--- config.mk ---
export PLATFORM = sky130hd
export DESIGN_NAME = pop_serializer
export DESIGN_NICKNAME = d
export VERILOG_FILES = /design/src/rtl/pop_serializer_pkg.sv /design/src/rtl/pop_ref_acc.sv /design/src/rtl/pop_serializer.sv
export SDC_FILE = /design/constraint.sdc
export NUM_CORES = 2
export LEC_CHECK = 0
export CORE_UTILIZATION = 45
export DETAILED_ROUTE_END_ITERATION = 6
export PLACE_DENSITY = 0.76
export SKIP_LAST_GASP = 1
export SLEW_MARGIN = 25
export SYNTH_ARGS = -nofsm -noshare
export SYNTH_HDL_FRONTEND = slang
export SYNTH_SLANG_ARGS = --single-unit
export TNS_END_PERCENT = 5
--- constraint.sdc ---
create_clock -name clk -period 1.79 [get_ports clk]
set_input_delay 0.358 -clock clk [delete_from_list [all_inputs] [get_ports clk]]
set_output_delay 0.358 -clock clk [all_outputs]
set_load 0.02 [all_outputs]
--- src/rtl/pop_serializer_pkg.sv ---
// Shared definitions for the bit-serial popcount transmitter and its receiver:
// FSM state encoding and the count-width helper both sides size their counters with.
package pop_serializer_pkg;

  typedef enum logic {
    IDLE  = 1'b0,
    SHIFT = 1'b1
  } pop_state_t;

  typedef enum logic {
    WIDTH_FULL   = 1'b0,
    WIDTH_LEGACY = 1'b1
  } width_kind_t;

  // FULL leaves room for the all-ones count; LEGACY is the receiver's original sizing.
  function automatic int cnt_width(input int n, input width_kind_t kind = WIDTH_FULL);
    return (kind == WIDTH_LEGACY) ? $clog2(n) : $clog2(n + 1);
  endfunction

endpackage

--- src/rtl/pop_ref_acc.sv ---
// Reference accumulator: plain popcount or count of 3-bit groups holding at least two ones.
// count already includes a bit strobed this cycle, so a caller can capture the final total.
module pop_ref_acc
  import pop_serializer_pkg::*;
#(
  parameter bit Majority_enable = 1'b0,
  parameter int cnt_size        = 10
) (
  input  logic                clk,
  input  logic                reset,
  input  logic                clear,
  input  logic                strobe,
  input  logic                bit_in,
  output logic [cnt_size-1:0] count
);

  logic                inc;
  logic [cnt_size-1:0] acc_q;

  generate
    if (Majority_enable) begin : g_maj
      logic [1:0] grp_idx;
      logic [1:0] ones;
      logic [2:0] ones_sum;

      assign ones_sum = {1'b0, ones} + {2'b00, bit_in};
      assign inc      = strobe && (grp_idx == 2'd2) && (ones_sum >= 3'd2);

      always_ff @(posedge clk) begin
        if (reset || clear) begin
          grp_idx <= 2'd0;
          ones    <= 2'd0;
        end else if (strobe) begin
          if (grp_idx == 2'd2) begin
            grp_idx <= 2'd0;
            ones    <= 2'd0;
          end else begin
            grp_idx <= grp_idx + 2'd1;
            // at most two ones are seen before the third bit, so this cannot wrap
            ones    <= ones_sum[1:0];
          end
        end
      end
    end else begin : g_plain
      assign inc = strobe && bit_in;
    end
  endgenerate

  assign count = acc_q + cnt_size'(inc);

  // NOTE: sequential state uses non-blocking assignments so every flop samples
  // pre-edge values regardless of statement or block ordering.
  always_ff @(posedge clk) begin
    if (reset || clear) acc_q <= '0;
    else                acc_q <= count;
  end

endmodule

--- src/rtl/pop_serializer.sv ---
// Word-to-bit serializer, MSB first, with a golden popcount/majority reference
// for checking the bit-serial popcount receiver.
module pop_serializer
  import pop_serializer_pkg::*;
#(
  parameter bit Majority_enable = 1'b0,
  parameter int pop_size        = 576,
  parameter int maj_size        = pop_size / 3,
  parameter int cnt_size        = Majority_enable ? cnt_width(maj_size) : cnt_width(pop_size)
) (
  input  logic                clk,
  input  logic                reset,
  input  logic                in_valid,
  output logic                in_ready,
  input  logic [pop_size-1:0] in_word,
  input  logic                out_ready,
  output logic                bit_valid,
  output logic                bit_out,
  output logic                bit_last,
  output logic                ref_valid,
  output logic [cnt_size-1:0] ref_pop
);

  localparam int               idx_w    = (pop_size > 1) ? $clog2(pop_size) : 1;
  localparam logic [idx_w-1:0] last_idx = idx_w'(pop_size - 1);

  pop_state_t          state;
  logic [pop_size-1:0] shreg;
  logic [idx_w-1:0]    bit_cnt;
  logic                at_last;
  logic                xfer;
  logic                load;
  logic [cnt_size-1:0] acc_count;

  assign at_last   = (bit_cnt == last_idx);
  assign xfer      = bit_valid && out_ready;
  // Accepting during the final transfer lets the next word follow with no bubble.
  assign in_ready  = (state == IDLE) || (xfer && at_last);
  assign load      = in_valid && in_ready;
  assign bit_out   = shreg[pop_size-1];
  assign bit_last  = bit_valid && at_last;

  pop_ref_acc #(
    .Majority_enable(Majority_enable),
    .cnt_size       (cnt_size)
  ) u_ref_acc (
    .clk   (clk),
    .reset (reset),
    .clear (load),
    .strobe(xfer),
    .bit_in(bit_out),
    .count (acc_count)
  );

  always_ff @(posedge clk) begin
    if (reset) begin
      state     <= IDLE;
      shreg     <= '0;
      bit_cnt   <= '0;
      bit_valid <= 1'b0;
      ref_valid <= 1'b0;
      ref_pop   <= '0;
    end else begin
      ref_valid <= 1'b0;
      case (state)
        IDLE: begin
          if (in_valid) begin
            shreg     <= in_word;
            bit_cnt   <= '0;
            bit_valid <= 1'b1;
            state     <= SHIFT;
          end
        end
        SHIFT: begin
          if (xfer) begin
            shreg   <= shreg << 1;
            bit_cnt <= bit_cnt + idx_w'(1);
            if (at_last) begin
              ref_pop   <= acc_count;
              ref_valid <= 1'b1;
              if (in_valid) begin
                shreg     <= in_word;
                bit_cnt   <= '0;
                bit_valid <= 1'b1;
                state     <= SHIFT;
              end else begin
                bit_valid <= 1'b0;
                state     <= IDLE;
              end
            end
          end
        end
        default: begin
          bit_valid <= 1'b0;
          state     <= IDLE;
        end
      endcase
    end
  end

endmodule

* Word-level counts from Yosys, hierarchy flattened
Cells that the tools add are included.
** Operators by class
- Add/sub/neg operators :: 2
- Multiply operators :: 0
- Divide/modulo/power cells :: 0
- Order comparisons :: 0
- Equality and inequality tests :: 4
- Shifts and indexed selects :: 0
- Mux-type cells :: 19
- Bitwise operators :: 2
- Reductions and logical operators :: 11
** Operators by type and width (count)
- $mux 576 :: 4
- $pmux 576 s2 :: 1
- $mux 10 :: 4
- $pmux 10 s2 :: 1
- $add 10x1->10 :: 1
- $add 10x1->10 const B :: 1
- $eq 10x10->1 const B :: 1
- $mux 1 :: 7
- $reduce_and 3->1 :: 2
- $logic_and 1x1->1 :: 5
- $ne 2x1->1 const B :: 2
- $pmux 1 s2 :: 2
- $reduce_or 3->1 :: 1
- $logic_or 1x1->1 :: 2
- $ne 2x2->1 const B :: 1
- $not 1->1 :: 2
- $reduce_and 2->1 :: 1
** Storage, ports and cells
- Register bits :: 609
- Bits in latches :: 0
- RAM bits :: 0
- Bits in read-only memories :: 0
- Bits of input ports :: 580
- Memories :: 0

* Longest topological paths before layout
- Depth after elaboration :: 5
- Gate-level depth with buffers :: 8
- Mapped depth without buffers :: 7

* Hierarchy
Synthesis repeated with hierarchy kept, for this count alone.
** Second synthesis, totals
- Cells, all modules :: 3363
- Area, all modules :: 28705.0 µm²
** By module, submodules not included
- pop_serializer :: instances 1, cells each 3310, area each 28215.8 µm²
- pop_ref_acc :: instances 1, cells each 53, area each 489.2 µm²

* Worst setup path before layout
No wires, ideal clock.
- Kind :: register to register
- Start :: register bit_cnt[0]
- End :: register shreg[0]
- Setup time :: 0.066 ns
- Data arrival time :: 2.011 ns
- Path slack :: -0.287 ns
- Stages on the path, launching flop included :: 6
- Clock period less this slack :: 2.077 ns
- Cell sequence :: dfxtp_1 > ha_1 > nand2b_1 > o41ai_1 > a32o_1 > nor2b_1
** Between the ends
- Word-level cells in the longest chain between the ends :: 4
** RTL lines
- start, declared :: RTL line pop_serializer.sv:29 : logic [idx_w-1:0] bit_cnt;
- start signal, assigned :: RTL line pop_serializer.sv:77 : bit_cnt <= bit_cnt + idx_w'(1);
- $eq 10x10->1 :: RTL line pop_serializer.sv:35 : assign at_last = (bit_cnt == last_idx);
- $mux 576 :: RTL line pop_serializer.sv:78 : if (at_last) begin
- $mux 576 :: RTL line pop_serializer.sv:75 : if (xfer) begin
- $pmux 576 s2 :: RTL line pop_serializer.sv:65 : case (state)
- end signal, assigned :: RTL line pop_serializer.sv:68 : shreg <= in_word;
- end signal, assigned :: RTL line pop_serializer.sv:76 : shreg <= shreg << 1;
- end signal, assigned :: RTL line pop_serializer.sv:82 : shreg <= in_word;
- end, declared :: RTL line pop_serializer.sv:28 : logic [pop_size-1:0] shreg;
No other way between the ends. The select of a mux whose other input is x is not followed.
A chain may end at the register's enable or synchronous reset.

* Final worst setup path
- Start :: register bit_cnt[7]
- End :: output port in_ready
** Between the ends
- Word-level cells in the longest chain between the ends :: 3
** RTL lines
- $eq 10x10->1 :: RTL line pop_serializer.sv:35
- $logic_and 1x1->1 :: RTL line pop_serializer.sv:38 : assign in_ready = (state == IDLE) || (xfer && at_last);
- $logic_or 1x1->1 :: RTL line pop_serializer.sv:38
- end, declared :: RTL line pop_serializer.sv:14 : output logic in_ready,
No other way between the ends.

==> flow_metrics.env <==
export IMPL_vias=26305
export IMPL_min_period_over_period_pct=125
export IMPL_cp_required_ns=1.43
export IMPL_critical_path_buf_inv_count=2
export IMPL_insertion_delay_ns=0.61
export IMPL_synth_async_sr_flop_share_pct=0
export IMPL_clk_pin_slew_ns=0.06
export IMPL_drv_cap=0
export IMPL_gp_congestion=0.857
export IMPL_dieArea_sq_mm=0.0584
export IMPL_cts_sinks=609
export IMPL_syn_to_final_growth_pct=43.4
export IMPL_port_buffers=594
export IMPL_start_util_pct=45.7
export IMPL_layout_drive_gt1_share_pct=10.6
export IMPL_power_density_mw_per_mm2=926
export IMPL_cts_inserted_buffers=60
export IMPL_core_area_sq_mm=0.0566
export IMPL_start_kind="flip-flop"
export IMPL_synth_cell_types=34
export IMPL_worst_setup_path_type="flip-flop to output pin"
export IMPL_dp_cells=4549
export IMPL_worst_ep_arrival_time_ns=1.87
export IMPL_first_pass_iters=5
export IMPL_setup_ws_ns=-0.439
export IMPL_fin_hold_ws_ns=0.124
export IMPL_critical_path_cell_chain="nand4bb_4 -> buf_4 -> o41ai_4 -> buf_4"
export IMPL_synth_seq_area_share_pct=47.1
export IMPL_dp_hpwl_microns=55600
export IMPL_drt_total_wl_microns=86500
export IMPL_crit_slowest_cell="dfxtp_2"
export IMPL_finish_instance_area_sq_mm=0.0371
export IMPL_path_delay_family="buffers and inverters"
export IMPL_synthFlopType="dfxtp_1"
export IMPL_avgRoutedWirePerCell_microns=18.4
export IMPL_synthTopCellsByCount="dfxtp_1, nor2_1, a211oi_1"
export IMPL_antenna_found_initial=7
export IMPL_max_slew_margin_rel_pct=65.3
export IMPL_overflow=0
export IMPL_cts_root_buf="clkbuf_16"
export IMPL_max_freq_mhz=449
export IMPL_synth_top_cell_area_share_pct=47.1
export IMPL_clk_path_buf_depth=3
export IMPL_syn_inst=3353
export IMPL_pre_cts_slack_ns=-0.774
export IMPL_yosysMostFrequentCell="dfxtp_1"
export IMPL_synth_warnings=0
export IMPL_viasPerCell=5.59
export IMPL_rr_worst_depth=9
export IMPL_leakagePower_nw=14.5
export IMPL_dpl_cell_area_sq_mm=0.0335
export IMPL_synth_seq_cells=609
export IMPL_postRouteAntennaNets=0
export IMPL_final_hold_violation_count=0
export IMPL_layoutNonFillerInstCount=4703
export IMPL_rsz0062_at_grt="true"
export IMPL_violations="negative setup slack"
export IMPL_critPathMaxStageDelay_ns=0.32
export IMPL_gr_usage_all_layers_pct=27.5
export IMPL_min_from="reset"
export IMPL_syn_area_per_cell_sq_um=7.71
export IMPL_cp_end_kind="output pin"
export IMPL_crit_top_cell="buf_4"
export IMPL_hold_path_class="input port to flip-flop"
export IMPL_tightestPinTransition_ns=0.507
export IMPL_cts_htree_levels=2
export IMPL_fp_dieW_microns=242
export IMPL_grt_max_degree=97
export IMPL_drv_slew=0
export IMPL_synth_edf_count=0
export IMPL_crit_fanout=4
export IMPL_pin_count=595
export IMPL_fp_row_count=87
export IMPL_grt_pass1_vias=24977
export IMPL_synth_top_cell_by_area="dfxtp_1"
export IMPL_r2r_slack_ns=-0.38
export IMPL_first_iter_violations=2241
export IMPL_fin_nets=4482
export IMPL_post_route_min_period_ns=2.23
export IMPL_cts_tree="done"
export IMPL_status="finished, violations left"
export IMPL_r2r_end="shreg[375]$_SDFFE_PP0P_"
export IMPL_synth_area_leaders="dfxtp_1, a211oi_1, o21ai_0"
export IMPL_ir_worst_vdd_uv=821
export IMPL_dieHeight_microns=242
export IMPL_worstHoldPathCells=2
export IMPL_setup_tns_ns=-134.58
export IMPL_fin_skew_ns=0.0169
export IMPL_syn_num_nets=3936
export IMPL_min_to="bit_cnt[0]$_SDFFE_PP0P_"
export IMPL_grt_pass1_wl_microns=132000
export IMPL_syn_area_sq_mm=0.0259
export IMPL_r2r_start="bit_cnt[7]$_SDFFE_PP0P_"
export IMPL_drc=0
export IMPL_setup_viol=604
## power by group
| group | internal (mW) | switching, mW | leakage (nW) |
|---|---|---|---|
| logic | 3.08 | 3.09 | 8.53 |
| clock network | 7.55 | 5.38 | 0.972 |
| registers | 14.7 | 0.577 | 5.04 |
| total | 25.3 | 9.04 | 14.5 |
## worst max path at each step
stage,start,end,slack (ns),cells past startpoint
global placement,in_valid,shreg[457]$_SDFFE_PP0P_,-0.69,7
CTS,bit_cnt[0]$_SDFFE_PP0P_,in_ready,-0.42,4
floorplan,bit_cnt[1]$_SDFFE_PP0P_,shreg[10]$_SDFFE_PP0P_,0.02,8
detailed placement,in_valid,shreg[133]$_SDFFE_PP0P_,-0.77,7
global route,bit_cnt[7]$_SDFFE_PP0P_,in_ready,-0.51,4
finish,bit_cnt[7]$_SDFFE_PP0P_,in_ready,-0.44,4
## placed cells by master, fill, tap and decap left out, types with 3 or more instances in the layout
master           instances
a211oi_1               537
a211oi_2                48
a21oi_1                  5
and3_1                   4
buf_12                  71
buf_16                  15
buf_4                  110
buf_6                    4
buf_8                    4
bufbuf_16                5
bufinv_16                6
clkbuf_1                14
clkbuf_16               70
clkbuf_8                11
clkdlybuf4s50_1        591
clkinv_2                 9
clkinvlp_4               5
dfxtp_1                605
dfxtp_2                  4
diode_2                  3
inv_1                    8
nand2_1                538
nand2_2                 10
nand2_4                 33
nand3_1                  8
nor2_1                 604
nor2b_1                  3
o21ai_0                569
o21ai_1                  5
xnor2_1                 10
xor2_1                   4
## cell families after synthesis
group / synth area share [%]
xor+xnor: 0.474
flops: 47.1
compound gates: 28.6
fa+ha+maj: 0.145
mux: 0.0774
buf+inv: 5.58
simple gates: 18.0
## worst reg2reg max path: stages (launching register included)
cell and delay (ns):
dfxtp_2 0.32, nand4bb_4 0.26, o41ai_4 0.45, buf_6 0.20, buf_12 0.15, buf_12 0.11, buf_16 0.14, buf_12 0.14
nand2_1 0.08, a211oi_1 0.25
## registers in the layout, indices dropped and copies added (netlist names)
| signal | count |
|---|---|
| bit_valid | 1 |
| ref_pop | 10 |
| bit_cnt | 10 |
| ref_valid | 1 |
| state | 1 |
| shreg | 576 |
| u_ref_acc.acc_q | 10 |
## final cells by class
cell class / instances / area (sq um)
Fill cell: 4611 / 19500
Multi-Input combinational cell: 2411 / 12800
Sequential cell: 609 / 12200
Timing Repair Buffer: 809 / 9070
Clock buffer: 86 / 1730
Tap cell: 756 / 946
Clock inverter: 21 / 272
Inverter: 8 / 30.0
Antenna cell: 3 / 7.51
## through the flow
step	power (mW)	utilization [%]
after floorplan	18.3	-
after global placement	20.9	59.3
after detailed placement	21.0	59.3
after CTS	34.1	64.3
after global routing	35.8	65.5
final	34.4	65.5
## metal layers
layer / share of wire (%) / GRT usage, %
met5: 0.039 / 0
met4: 4.1 / 12.6
met3: 6.4 / 3.62
met2: 47 / 44.6
met1: 43 / 36.3
## repair_timing
action,4_1_cts,5_1_grt
gates cloned,15,11
hold buffers,0,0
setup endpoints to repair,614,621
pin swaps,33,45
setup buffers,9,12
resized for setup,79,105
No activity file was read; power rests on OpenSTA's default activity.
